==> src/rtl/uart_rx_deserializer.sv <==
// uart_rx_deserializer
//   Oversampling UART receive stage: start bit, 1..8 data bits LSB first,
//   optional parity bit, one stop bit. The assembled word is presented with
//   a one-cycle valid strobe together with parity and framing flags.
//
// Ports
//   baud_clk        in   clock at OVERSAMPLE x bit rate
//   resetn          in   synchronous active-low reset
//   serial_data_in  in   asynchronous serial line, idle high
//   data_length     in   data bits per frame, 1..8 (0 or >8 means 8)
//   parity_type     in   0 even, 1 odd, 2 none, 3 present but unchecked
//   data            out  received word, right-aligned, upper bits zero
//   data_valid      out  one-cycle pulse when data and flags update
//   parity_error    out  parity mismatch of the last frame
//   framing_error   out  stop bit sampled low in the last frame
//   rx_busy         out  receiver is not idle
module uart_rx_deserializer #(
    parameter int unsigned OVERSAMPLE = 16
) (
    input  logic       baud_clk,
    input  logic       resetn,
    input  logic       serial_data_in,
    input  logic [3:0] data_length,
    input  logic [1:0] parity_type,
    output logic [7:0] data,
    output logic       data_valid,
    output logic       parity_error,
    output logic       framing_error,
    output logic       rx_busy
);

    localparam int unsigned TW = $clog2(OVERSAMPLE);
    localparam logic [TW-1:0] TICK_HALF = TW'(OVERSAMPLE / 2 - 1);
    localparam logic [TW-1:0] TICK_LAST = TW'(OVERSAMPLE - 1);

    typedef enum logic [2:0] {
        IDLE,
        START,
        DATA,
        PARITY,
        STOP,
        WAIT_IDLE
    } state_t;

    state_t          state, state_n;
    logic            sync1, rx_s;
    logic [TW-1:0]   tick_cnt, tick_n;
    logic [3:0]      bit_cnt, bit_n;
    logic [7:0]      shreg, shreg_n;
    logic [3:0]      len_q, len_n;
    logic [1:0]      par_q, par_n;
    logic            rx_par, rx_par_n;
    logic [7:0]      data_n;
    logic            data_valid_n, parity_error_n, framing_error_n;
    logic [3:0]      len_clamped;
    logic            word_par;

    assign len_clamped = (data_length == 4'd0 || data_length > 4'd8) ? 4'd8 : data_length;
    assign word_par    = (^shreg) ^ rx_par;
    assign rx_busy     = (state != IDLE);

    // Two-flop synchronizer; both stages reset to the idle line level.
    always_ff @(posedge baud_clk) begin
        if (!resetn) begin
            sync1 <= 1'b1;
            rx_s  <= 1'b1;
        end else begin
            sync1 <= serial_data_in;
            rx_s  <= sync1;
        end
    end

    always_ff @(posedge baud_clk) begin
        if (!resetn) begin
            state <= IDLE;
        end else begin
            state <= state_n;
        end
    end

    always_ff @(posedge baud_clk) begin
        if (!resetn) begin
            tick_cnt      <= '0;
            bit_cnt       <= '0;
            shreg         <= '0;
            len_q         <= 4'd8;
            par_q         <= 2'd2;
            rx_par        <= 1'b0;
            data          <= '0;
            data_valid    <= 1'b0;
            parity_error  <= 1'b0;
            framing_error <= 1'b0;
        end else begin
            tick_cnt      <= tick_n;
            bit_cnt       <= bit_n;
            shreg         <= shreg_n;
            len_q         <= len_n;
            par_q         <= par_n;
            rx_par        <= rx_par_n;
            data          <= data_n;
            data_valid    <= data_valid_n;
            parity_error  <= parity_error_n;
            framing_error <= framing_error_n;
        end
    end

    always_comb begin
        state_n         = state;
        tick_n          = tick_cnt;
        bit_n           = bit_cnt;
        shreg_n         = shreg;
        len_n           = len_q;
        par_n           = par_q;
        rx_par_n        = rx_par;
        data_n          = data;
        data_valid_n    = 1'b0;
        parity_error_n  = parity_error;
        framing_error_n = framing_error;

        case (state)
            IDLE: begin
                if (!rx_s) begin
                    state_n = START;
                    tick_n  = '0;
                    len_n   = len_clamped;
                    par_n   = parity_type;
                end
            end

            START: begin
                if (tick_cnt == TICK_HALF) begin
                    if (!rx_s) begin
                        // Counters restart here so later samples land mid-bit.
                        state_n = DATA;
                        tick_n  = '0;
                        bit_n   = '0;
                        shreg_n = '0;
                    end else begin
                        state_n = IDLE;
                    end
                end else begin
                    tick_n = tick_cnt + 1'b1;
                end
            end

            DATA: begin
                if (tick_cnt == TICK_LAST) begin
                    shreg_n[bit_cnt[2:0]] = rx_s;
                    bit_n  = bit_cnt + 4'd1;
                    tick_n = '0;
                    if (bit_cnt == len_q - 4'd1) begin
                        state_n = (par_q != 2'd2) ? PARITY : STOP;
                    end
                end else begin
                    tick_n = tick_cnt + 1'b1;
                end
            end

            PARITY: begin
                if (tick_cnt == TICK_LAST) begin
                    rx_par_n = rx_s;
                    tick_n   = '0;
                    state_n  = STOP;
                end else begin
                    tick_n = tick_cnt + 1'b1;
                end
            end

            STOP: begin
                if (tick_cnt == TICK_LAST) begin
                    // Leaving at mid stop bit keeps a back-to-back start edge visible.
                    data_n          = shreg;
                    data_valid_n    = 1'b1;
                    framing_error_n = ~rx_s;
                    case (par_q)
                        2'd0:    parity_error_n = word_par;
                        2'd1:    parity_error_n = ~word_par;
                        default: parity_error_n = 1'b0;
                    endcase
                    tick_n  = '0;
                    state_n = rx_s ? IDLE : WAIT_IDLE;
                end else begin
                    tick_n = tick_cnt + 1'b1;
                end
            end

            WAIT_IDLE: begin
                if (rx_s) begin
                    state_n = IDLE;
                end
            end

            default: begin
                state_n = IDLE;
            end
        endcase
    end

endmodule

==> config.mk <==
export PLATFORM = sky130hd
export DESIGN_NAME = uart_rx_deserializer
export DESIGN_NICKNAME = d
export VERILOG_FILES = /design/src/rtl/uart_rx_deserializer.sv
export SDC_FILE = /design/constraint.sdc
export NUM_CORES = 1
export LEC_CHECK = 0
export ABC_AREA = 1
export CORE_ASPECT_RATIO = 1.75
export CORE_MARGIN = 4
export CORE_UTILIZATION = 40
export CTS_CLUSTER_DIAMETER = 50
export DETAILED_ROUTE_END_ITERATION = 7
export PLACE_DENSITY = 0.68
export SETUP_SLACK_MARGIN = 0.3
export SKIP_CTS_REPAIR_TIMING = 1
export SYNTH_ARGS = -nofsm -noshare
export SYNTH_HDL_FRONTEND = slang
export SYNTH_SLANG_ARGS = --single-unit
==> constraint.sdc <==
create_clock -name baud_clk -period 3.7 [get_ports baud_clk]
set_input_delay 0.74 -clock baud_clk [delete_from_list [all_inputs] [get_ports baud_clk]]
set_output_delay 0.74 -clock baud_clk [all_outputs]
set_load 0.02 [all_outputs]
==> results of run 1 <==
[area by class of cell]
class / instances / area [µm²] / share of cell area
clock inverter: 2 / 60.1 / 0.0242
tap: 55 / 68.8 / 0.0277
sequential: 39 / 781 / 0.315
clock buffer: 6 / 72.6 / 0.0293
timing repair buffer: 21 / 208 / 0.0838
multi-input combinational: 226 / 1150 / 0.465
inverter: 35 / 136 / 0.0550
[Yosys cell counts (2+ instances only)]
cell type / number / share of area
a211oi_1: 3 / 0.011
a21oi_1: 26 / 0.061
a21oi_2: 6 / 0.025
buf_2: 4 / 0.0093
buf_4: 2 / 0.0070
clkbuf_1: 5 / 0.0088
dfxtp_1: 39 / 0.36
ha_1: 3 / 0.018
inv_1: 29 / 0.051
inv_2: 5 / 0.0088
nand2_1: 82 / 0.14
nand2_2: 2 / 0.0058
nand3_1: 19 / 0.044
nand3_2: 7 / 0.033
nand3b_1: 2 / 0.0070
nor2_1: 29 / 0.051
nor2_2: 4 / 0.012
nor2_4: 2 / 0.011
nor3_1: 8 / 0.019
o21ai_0: 16 / 0.037
or2_2: 2 / 0.0058
xnor2_1: 3 / 0.012
xor2_1: 5 / 0.020
[sequential cells by signal, indices dropped and copies added, names as in the netlist]
signal	flops
state	3
len_q	4
bit_cnt	4
rx_par	1
par_q	2
tick_cnt	4
shreg	8
data_valid	1
sync1	1
data	8
rx_s	1
parity_error	1
framing_error	1
[cell families after synthesis]
| group | Yosys count |
|---|---|
| AOI/OAI and AO/OA | 56 |
| and+or+nand+nor | 159 |
| DFF | 39 |
| xor gates and xnor gates | 8 |
| adders and majority gates | 3 |
| buffers and inverters | 47 |
[routing by layer]
layer / routed length, µm / global-route usage / vias to the layer above
li1: - / - / 1030
met1: 1890 / 0.157 / 868
met2: 2440 / 0.273 / 34
met3: 115 / 0.0226 / 12
met4: 113 / 0.0634 / 0
met5: 0 / 0 / -
[power by group]
group	internal, mW	switching (mW)	total [mW]
Clock	0.270	0.152	0.422
Combinational	0.158	0.326	0.484
Sequential	0.450	0.0380	0.488
Total	0.878	0.516	1.39
[worst paths after layout]
path	from	to	slack, ns	cells after the start
min	sync1	rx_s	0.42	1
min reg2reg	sync1	rx_s	0.42	1
max reg2reg	tick_cnt[0]	parity_error	1.91	7
max	state[2]	rx_busy	1.29	3
==> summary.md, run 1 <==
| Metric | Value |
|---|---|
| CTS max path bufs | `2` |
| Outcome | `finished clean` |
| Placement Cell Area | `2350 µm²` |
| WL final | `4560 µm` |
| Adder-cell share of the synthesized area | `0.0175` |
| Endpoints failing setup | `0` |
| Total Routing Usage GR | `0.146` |
| Pins over their slew limit | `0` |
| # IOs | `21` |
| Share of post-route cells with drive strength above 1 | `0.119` |
| Max VDD drop | `0.000284 V` |
| WP data arrival | `1.67 ns` |
| Root buffer cell | `clkbuf_8` |
| Bufs and invs on worst path | `2` |
| I/O Buffers | `20` |
| Post-Synth Simple-Gate Area | `0.339` |
| Post-synth EDFFs | `0` |
| Routability cong. | `0.903` |
| CTS tree | `yes` |
| Mux share of post-synthesis cell area | `0` |
| Fillcell total | `534` |
| Initial antenna violation count | `0` |
| First-pass GRT wire length | `7930 µm` |
| Ant. Diodes | `0` |
| Crit path capture type | `primary output` |
| Syn Nets | `324` |
| Leak pwr | `1.01 nW` |
| DRT Pass-1 Iters | `4` |
| Site Rows | `35` |
| Most common cell after layout, fill and taps aside | `nand2_1` |
| Post-DP HPWL | `3310 µm` |
| Syn-to-layout area delta | `15.6%` |
| Crit path launch type | `register` |
| Fin crit period | `2.41 ns` |
| Unique masters post-synth | `32` |
| Mean routed wirelength per cell | `11.9 µm` |
| Max Clock Freq | `0.415 GHz` |
| Final TNS setup | `0 ns` |
| Die height | `105 µm` |
| Yosys reg bits | `39` |
| Hold_ws | `0.419 ns` |
| Worst-margin pin slew | `0.817 ns` |
| Final Core Density | `0.472` |
| Vias/cell | `5.06` |
| Hold Crit Class | `reg2reg` |
| Critical Path Fanout Max | `6` |
| Initial DRC count | `64` |
| CTS sink cnt | `39` |
| Setup ws final | `1.29 ns` |
| Critical path class | `reg2out` |
| Crit-path max cell delay | `0.63 ns` |
| Commonest non-fill, non-tap cells in the layout | `82 x nand2_1, 39 x dfxtp_1, 29 x nor2_1, 29 x inv_1, 26 x a21oi_1` |
| Residual DRC | `0` |
| Core area | `5260 µm²` |
| CTS Buf Count | `5` |
| Clock latency on the worst-skew pair | `0.29 ns` |
| Hold Fails Final Rpt | `0` |
| Cells after DPL | `376` |
| Via count | `1944` |
| DIE AREA | `6640 µm²` |
| Worst slack, placed | `1.33 ns` |
| Fin Clk Skew | `0.00488 ns` |
| Data required time at the worst endpoint | `2.96 ns` |
| RSZ-0062 raised after global routing | `false` |
| Nets@finish | `340` |
| Critical path, cell by cell | `inv_2 -> nand2_1 -> clkdlybuf4s50_1` |
| PwrDens | `562 nW/µm²` |
| Sequential area share after synthesis | `0.364` |
| Final non-filler cell area | `2480 µm²` |
| Slew HR | `0.454` |
| Clk pin slew, worst setup/hold paths | `0.08 ns` |
| Ys async rst share | `0` |
| Largest net degree at the start of global routing | `23` |
| Number of global-route vias before repair | `1850` |
| CTS HTree Levels | `2` |
| Tot Pwr | `1.39 mW` |
| Main combinational cell family by area after synthesis | `simple AND/OR/NAND/NOR gates` |
| Max_cap viols | `0` |
| Area fraction in compound gates after synthesis | `0.149` |
| Die Wd | `63.4 µm` |
| YS warnings | `0` |
| Gr ovfl total | `0` |
| CP max-delay cell | `clkdlybuf4s50_1` |
| Area of the mapped netlist | `2140 µm²` |
| Top FF cell, synth | `dfxtp_1` |
| Period utilization | `0.651` |
| Xor-xnor portion of the synthesized cell area | `0.0327` |
| Final Non-Filler Cells | `384` |
| Final ANT Viol Nets | `0` |
| Cell family with most CP delay | `buffers and inverters` |
| Mapped Cells | `312` |
| Starting density of the core | `0.408` |
| Mean Syn Cell Area | `6.87 µm²` |
(Power assumes the default switching activity.)
==> inputs of run 2 (changes only) <==
Clock period 3.7 ns to 2.25 ns, I/O delays scaled along.
==> run 2 against run 1 <==
Sequential cell count did not move. Clock power grew 26%. Clock skew grew 0.0024 ns. First-iteration DRC count rose by 66%. Largest cell class unchanged. Utilization is essentially flat. Power is 54% higher. Combinational power up 66%. Cell area barely moved. Cell count rose by 0.78%. Global-route usage is 0.84 points higher. Critical path depth fell by 2. Wire length grew 2.2%.
==> summary.md, run 2 (synthesized netlist as in run 1, its figures left out) <==
| Metric | Value |
|---|---|
| CTS sink cnt | `39` |
| Share of post-route cells with drive strength above 1 | `0.139` |
| Via count | `1977` |
| Max VDD drop | `0.000453 V` |
| Nets@finish | `343` |
| CTS max path bufs | `2` |
| # IOs | `21` |
| Critical path class | `reg2out` |
| First-pass GRT wire length | `8340 µm` |
| RSZ-0062 raised after global routing | `false` |
| Crit path launch type | `register` |
| Die height | `105 µm` |
| Mean routed wirelength per cell | `12.0 µm` |
| Hold Crit Start | `sync1` |
| DRT Pass-1 Iters | `4` |
| WL final | `4660 µm` |
| Most common cell after layout, fill and taps aside | `nand2_1` |
| WP data arrival | `1.26 ns` |
| Syn-to-layout area delta | `15.7%` |
| R2R depth | `10` |
| Total Routing Usage GR | `0.155` |
| Vias/cell | `5.11` |
| Routability cong. | `0.942` |
| Ant. Diodes | `0` |
| Number of global-route vias before repair | `1960` |
| Leak pwr | `1.02 nW` |
| Worst-margin pin slew | `0.404 ns` |
| Hold Fails Final Rpt | `0` |
| Core area | `5260 µm²` |
| Placement Cell Area | `2370 µm²` |
| Bufs and invs on worst path | `1` |
| CTS Buf Count | `5` |
| Tot Pwr | `2.14 mW` |
| Slew HR | `0.731` |
| DIE AREA | `6640 µm²` |
| Die Wd | `63.4 µm` |
| Root buffer cell | `clkbuf_8` |
| Period utilization | `0.758` |
| Gr ovfl total | `0` |
| Starting density of the core | `0.408` |
| Fin crit period | `1.71 ns` |
| Crit path capture type | `primary output` |
| Max Clock Freq | `0.586 GHz` |
| Site Rows | `35` |
| Pins over their slew limit | `0` |
| Largest net degree at the start of global routing | `18` |
| Clk pin slew, worst setup/hold paths | `0.08 ns` |
| Cell family with most CP delay | `buffers and inverters` |
| Initial antenna violation count | `0` |
| Final ANT Viol Nets | `0` |
| Worst reg2reg startpoint | `tick_cnt[0]` |
| Initial DRC count | `106` |
| Max_cap viols | `0` |
| Hold-critical path depth | `1` |
| Critical path, cell by cell | `clkdlybuf4s50_1` |
| Commonest non-fill, non-tap cells in the layout | `82 x nand2_1, 37 x dfxtp_1, 29 x inv_1` |
| Hold Crit Class | `reg2reg` |
| I/O Buffers | `20` |
| PwrDens | `863 nW/µm²` |
| Critical Path Fanout Max | `2` |
| Clock latency on the worst-skew pair | `0.29 ns` |
| Post-DP HPWL | `3550 µm` |
| Fin Clk Skew | `0.00729 ns` |
| Data required time at the worst endpoint | `1.80 ns` |
| Residual DRC | `0` |
| Crit-path max cell delay | `0.61 ns` |
| CTS tree | `yes` |
| Endpoints failing setup | `0` |
| CP max-delay cell | `clkdlybuf4s50_1` |
| CTS HTree Levels | `2` |
| Final non-filler cell area | `2480 µm²` |
| Largest registers | `data (8), shreg (8)` |
| Fillcell total | `541` |
| WP depth | `1` |
| Outcome | `finished clean` |
| Crit path from | `framing_error` |
| Final TNS setup | `0 ns` |
[run 2: cell count changes in the layout (fill, tap and decap cells not counted), sizes merged]
cell           delta
clkinvlp          +1
clkbuf            +1
bufinv            -2
buf               +3
clkdlybuf4s50     -1
dlymetal6s2s      +1
[run 2: through the flow]
stage / hold WS (ns) / setup slack (ns) / utilization / cells
finish: 0.430 / 0.544 / 0.472 / 387
global route: 0.439 / 0.378 / 0.472 / 387
CTS: 0.432 / 0.180 / 0.471 / 387
detailed placement: 0.415 / 0.513 / 0.451 / 379
global placement: 0.401 / 0.530 / 0.451 / 379
floorplan: 0.393 / 0.745 / - / 312
[run 2: metal layers]
metal | share of wire | GRT usage
met1 | 0.41 | 0.157
met2 | 0.53 | 0.286
met3 | 0.028 | 0.0237
met4 | 0.033 | 0.0943
met5 | 0 | 0
[run 2: area by class of cell]
| cell class | instances | area [µm²] | share of cell area |
|---|---|---|---|
| multi-input combinational | 226 | 1160 | 0.466 |
| clock buffer | 7 | 96.3 | 0.0388 |
| sequential | 39 | 783 | 0.316 |
| clock inverter | 1 | 7.51 | 0.00303 |
| timing repair buffer | 24 | 233 | 0.0938 |
| tap | 55 | 68.8 | 0.0277 |
| inverter | 35 | 136 | 0.0550 |
[run 2: path summary, 6_finish.rpt]
kind / slack, ns / endpoint
setup reg to reg: 0.61 / bit_cnt[3]
hold / removal: 0.43 / rx_s
setup / recovery: 0.54 / framing_error
hold reg to reg: 0.43 / rx_s
[run 2: power by group]
part           total [mW]  internal, mW  switching (mW)
clock               0.531         0.279           0.252
combinational       0.804         0.262           0.542
sequential          0.806         0.744          0.0626
==> inputs of run 3 (changes only) <==
Settings changed: PLACE_DENSITY 0.68 to 0.71.
Clock period 2.25 ns to 1.4 ns, I/O delays scaled along.
==> run 3 against run 2 <==
Setup slack got worse by 0.63 ns. Hold slack got worse by 0.0098 ns. Wire length increased by 19%. Clock skew increased by 0.0020 ns. The flow now finishes with violations (negative setup slack). Combinational power increased to 2.5 times the previous value. Sequential power increased by 60%. Die area unchanged. Register-to-register slack got worse by 0.70 ns.
==> summary.md, run 3 (synthesized netlist as in run 1, its figures left out) <==
| Metric | Value |
|---|---|
| Outcome | `finished with violations` |
| Violated checks | `negative setup slack` |
| GRT met2 Usage | `0.310` |
| Initial DRC count | `115` |
| Mean routed wirelength per cell | `13.1 µm` |
| PwrDens | `1360 nW/µm²` |
| CTS HTree Levels | `2` |
| Die height | `105 µm` |
| Setup ws final | `-0.0887 ns` |
| Post-DP HPWL | `4040 µm` |
| Residual DRC | `0` |
| Crit path launch type | `register` |
| Root buffer cell | `clkbuf_8` |
| Total Routing Usage GR | `0.163` |
| Critical Path Fanout Max | `8` |
| Endpoints failing setup | `14` |
| DRT Pass-1 Iters | `4` |
| Worst-margin pin slew | `0.317 ns` |
| Starting density of the core | `0.408` |
| Max_cap viols | `0` |
| Number of global-route vias before repair | `2055` |
| Ant. Diodes | `0` |
| Fin crit period | `1.49 ns` |
| Critical path class | `reg2reg` |
| Data required time at the worst endpoint | `1.62 ns` |
| WL final | `5540 µm` |
| Clk pin slew, worst setup/hold paths | `0.08 ns` |
| Routability cong. | `0.920` |
| Hold Crit Start | `sync1` |
| R2R depth | `11` |
| I/O Buffers | `20` |
| Share of post-route cells with drive strength above 1 | `0.413` |
| Max Clock Freq | `0.672 GHz` |
| DIE AREA | `6640 µm²` |
| Max VDD drop | `0.000599 V` |
| Reg-to-reg endpoint | `shreg[7]` |
| Hold_ws | `0.420 ns` |
| Initial antenna violation count | `0` |
| CTS max path bufs | `2` |
| Clock latency on the worst-skew pair | `0.29 ns` |
| Nets@finish | `377` |
| Syn-to-layout area delta | `38.7%` |
| Gr ovfl total | `0` |
| First-pass GRT wire length | `8760 µm` |
| GRT busiest layer | `met2` |
| Fin Clk Skew | `0.00930 ns` |
| WHS Endpoint | `rx_s` |
| Largest net degree at the start of global routing | `18` |
| Core area | `5260 µm²` |
| Period utilization | `1.06` |
| Site Rows | `35` |
| Final ANT Viol Nets | `0` |
| Most common cell after layout, fill and taps aside | `nand2_1` |
| # IOs | `21` |
| Vias/cell | `5.17` |
| Hold Fails Final Rpt | `0` |
| M1 GR Usage | `0.167` |
| Pins over their slew limit | `0` |
| WP data arrival | `1.71 ns` |
| Slew HR | `0.788` |
| Die Wd | `63.4 µm` |
| Leak pwr | `1.25 nW` |
| Worst reg2reg startpoint | `state[1]` |
| Worst reg-to-reg setup slack | `-0.09 ns` |
| Hold-critical path depth | `1` |
| Final Core Density | `0.566` |
| Crit path capture type | `register` |
| Commonest non-fill, non-tap cells in the layout | `69 x nand2_1, 39 x buf_4, 27 x dfxtp_1` |
| RSZ-0062 raised after global routing | `true` |
| Via count | `2177` |
| CTS tree | `yes` |
| Grt met3 use | `0.0344` |
| CTS Buf Count | `5` |
| CTS sink cnt | `39` |
| Placement Cell Area | `2690 µm²` |
| Final non-filler cell area | `2980 µm²` |
| Hold Crit Class | `reg2reg` |
| Largest registers | `data (8), shreg (8)` |
-- run 3: cell types whose count changed in the layout (fill, tap and decap cells not counted), sizes merged --
cell and delta:
buf +41, clkbuf +2, clkdlybuf4s50 -11, clkinv +2
-- run 3: worst max-delay path, stage by stage, from the launching register on --
cell	delay, ns
dfxtp_2	0.35
buf_6	0.12
inv_2	0.05
nor2_4	0.16
nand2_4	0.11
nor2_4	0.09
nor2_2	0.05
nand2_4	0.13
clkinv_8	0.09
nand2_2	0.07
nand2_1	0.07
a21oi_2	0.13
-- run 3: worst max path at each step --
| stage | slack [ns] | endpoint | startpoint | cells after the start |
|---|---|---|---|---|
| 2_1_floorplan | 0.002 | shreg[5] | tick_cnt[1] | 11 |
| 6_report | -0.09 | shreg[7] | state[1] | 11 |
| 5_1_grt | -0.21 | shreg[3] | state[1] | 8 |
| 3_5_place_dp | -0.07 | rx_busy | state[0] | 3 |
| 3_3_place_gp | -0.05 | rx_busy | state[0] | 3 |
| 4_1_cts | -0.39 | rx_busy | state[0] | 3 |
-- run 3: metal layers --
layer	wire length, µm	vias to the layer above
met1	2110	1014
met5	0	-
li1	-	1114
met2	3130	37
met3	172	12
met4	119	0
-- run 3: cell type report --
| type | count | area (µm²) |
|---|---|---|
| clock buffer | 6 | 72.6 |
| clock inverter | 2 | 12.5 |
| fill | 468 | 2280 |
| inverter | 35 | 146 |
| multi-input combinational | 226 | 1390 |
| sequential | 39 | 796 |
| tap | 55 | 68.8 |
| timing repair buffer | 57 | 485 |
| timing repair inverter | 1 | 8.76 |
-- run 3: metrics by stage --
stage / setup TNS (ns) / instances / total power [mW] / setup WS (ns)
after floorplan: 0 / 312 / 2.51 / 0.00245
after global placement: -0.0826 / 407 / 3.05 / -0.0549
after detailed placement: -0.462 / 407 / 3.09 / -0.0682
after CTS: -2.35 / 415 / 3.83 / -0.390
after global routing: -2.60 / 421 / 4.34 / -0.206
final: -0.576 / 421 / 4.06 / -0.0887
-- run 3: where the power goes --
part | switching, mW | internal [mW] | leakage [nW]
clock | 0.385 | 0.348 | 0.0412
combinational | 1.19 | 0.845 | 0.883
sequential | 0.0830 | 1.20 | 0.321
==> patch (settings of run 2) <==
Encoding of `state_t`: now one-hot (6 bits for 6 states).
--- a/src/rtl/uart_rx_deserializer.sv
+++ b/src/rtl/uart_rx_deserializer.sv
@@ -33,13 +33,13 @@
     localparam logic [TW-1:0] TICK_HALF = TW'(OVERSAMPLE / 2 - 1);
     localparam logic [TW-1:0] TICK_LAST = TW'(OVERSAMPLE - 1);
 
-    typedef enum logic [2:0] {
-        IDLE,
-        START,
-        DATA,
-        PARITY,
-        STOP,
-        WAIT_IDLE
+    typedef enum logic [5:0] {
+        IDLE      = 6'b000001,
+        START     = 6'b000010,
+        DATA      = 6'b000100,
+        PARITY    = 6'b001000,
+        STOP      = 6'b010000,
+        WAIT_IDLE = 6'b100000
     } state_t;
 
     state_t          state, state_n;
Formal check against the unedited RTL: no difference found for any inputs over 10 cycles, from zero or initial values and one cycle with resetn low; not proved beyond that.
==> patch against run 2 <==
- global-route usage rose by 0.32 points
- combinational power rose by 48%
- sequential cell count rose by 3
- critical endpoint is now shreg[1]$_SDFFE_PN0P_
- cell area rose by 19%
- clock power rose by 41%
- critical path depth rose by 7
- setup slack got worse by 85 ps
- total power rose by 34%
- critical path type is now reg2reg
- wire length rose by 23%
- count of clock-buffer cells in the layout fell by 1
- first-iteration DRC count rose by 20%
- area after synthesis rose by 18%
==> patch: results (changes against run 2) <==
[metrics] static power due to leakage: 1.247 nW (+22%)
[metrics] area fraction in compound gates after synthesis: 0.1672 (+0.01838)
[metrics] maximum number of pins on one net before global-route repair: 24 (+6)
[metrics] violation count after the first detailed-routing iteration: 127 (+20%)
[metrics] # diodes: 0 (unchanged)
[metrics] post-layout net count: 383 (+12%)
[metrics] detailed-route vias per instance: 5.004 (-2.0%)
[metrics] biggest regs: data: 8 flops, shreg: 8 flops, state: 6 flops
[metrics] adder and majority cell fraction of the synthesized area: 0.01479 (-0.002710)
[metrics] Layout Skew: 5.605 ps (-1.684 ps)
[metrics] synthesis warning total: 0 (unchanged)
[metrics] Seq/Total Area, Yosys: 0.3314 (-0.03270)
[metrics] transition time at the pin with the least slew margin: 757.6 ps (+354.0 ps)
[metrics] CP top delay family: compound AO/OA/AOI/OAI gates
[metrics] fill count: 613 (+13%)
[metrics] Total Routing Usage GR: 0.1578 (+0.003239)
[metrics] Port Buf Inserts: 20 (unchanged)
[metrics] layout cells sized above 1: 0.1667 (+0.02811)
[metrics] Critical Path Max Stage Delay: 410 ps (-200 ps)
[metrics] maximum vdd drop: 0.4291 mV (-5.3%)
[metrics] number of global-route vias before repair: 2136 (+9.0%)
[metrics] xor/xnor cell area share of the yosys netlist: 0.03107 (-0.001607)
[metrics] dpl hpwl: 4394 µm (+24%)
[metrics] Crit-path slowest cell: dfxtp_1
[metrics] leading cell types by count after synthesis: 69 x nand2_1, 42 x dfxtp_1, 41 x nor2_1, 32 x a21oi_1, 32 x inv_1
[metrics] post-route antenna net violation count: 0 (unchanged)
[metrics] final wirelength: 5720 µm (+23%)
[metrics] status: completed
[metrics] Distinct cells, synth: 37 (+16%)
[metrics] net count after synthesis: 362 (+12%)
[metrics] dpl cell area: 2786 µm² (+18%)
[metrics] leading post-synthesis cells by cell area: dfxtp_1 33%, nand2_1 10%, a21oi_1 6.3%
[metrics] top fanout value on the critical path: 9 (+7)
[metrics] global-route wire length before repair: 9349 µm (+12%)
-- patch: metrics by stage --
stage / util / worst slack [ps] / std cells / power (W)
after floorplan: - / 738.4 / 350 / 0.001864
after global placement: 0.4508 / 460.4 / 442 / 0.002113
after detailed placement: 0.4508 / 464.3 / 442 / 0.002114
after CTS: 0.4739 / 136.0 / 450 / 0.002862
after global routing: 0.4767 / 323.8 / 452 / 0.003078
final: 0.4767 / 459.8 / 452 / 0.002877
-- patch: power by group --
group | switching (W) | total, W | internal, W
Combinational | 0.000753 | 0.00119 | 0.000437
Sequential | 0.000104 | 0.000937 | 0.000832
Clock | 0.000277 | 0.000751 | 0.000474
-- patch: layer usage --
metal,global-route usage,routed length [µm],vias to the layer above
met1,0.1457,2117,1043
met5,0,0,-
met2,0.3202,3359,30
li1,-,-,1182
met4,0.05445,80,0
met3,0.02582,162,7
-- patch: kinds of logic (layout without fill, tap and decap cells) --
| group | Yosys count | count (layout) |
|---|---|---|
| compound gates | 74 | 74 |
| xor+xnor | 9 | 9 |
| fa+ha+maj | 3 | 3 |
| buf+inv | 53 | 75 |
| flops | 42 | 42 |
| simple gates | 169 | 169 |
-- patch: area by class of cell --
class | instances | area (µm²) | area share
Clock buffer | 6 | 82.58 | 0.02803
Clock inverter | 2 | 60.06 | 0.02038
Inverter | 43 | 168.9 | 0.05732
Multi-Input combinational cell | 255 | 1461 | 0.4960
Sequential cell | 42 | 840.8 | 0.2853
Tap cell | 80 | 100.1 | 0.03397
Timing Repair Buffer | 24 | 232.7 | 0.07898
-- patch: worst reg2reg max path: stages, from the launching register on --
cell and delay, ps:
dfxtp_1 410, ha_1 250, nand2_2 100, nor2_2 150
inv_2 90, a21oi_4 260, nand2_4 140, o21ai_1 160
a21oi_1 80
-- patch: path summary, 6_finish.rpt --
| path | startpoint | to | slack (ps) | cells past startpoint |
|---|---|---|---|---|
| max | tick_cnt[0]$_SDFFE_PN0P_ | shreg[1]$_SDFFE_PN0P_ | 460 | 8 |
| min | sync1$_SDFF_PN1_ | rx_s$_SDFF_PN1_ | 420 | 1 |
| max reg2reg | tick_cnt[0]$_SDFFE_PN0P_ | shreg[1]$_SDFFE_PN0P_ | 460 | 8 |
| min reg2reg | sync1$_SDFF_PN1_ | rx_s$_SDFF_PN1_ | 420 | 1 |
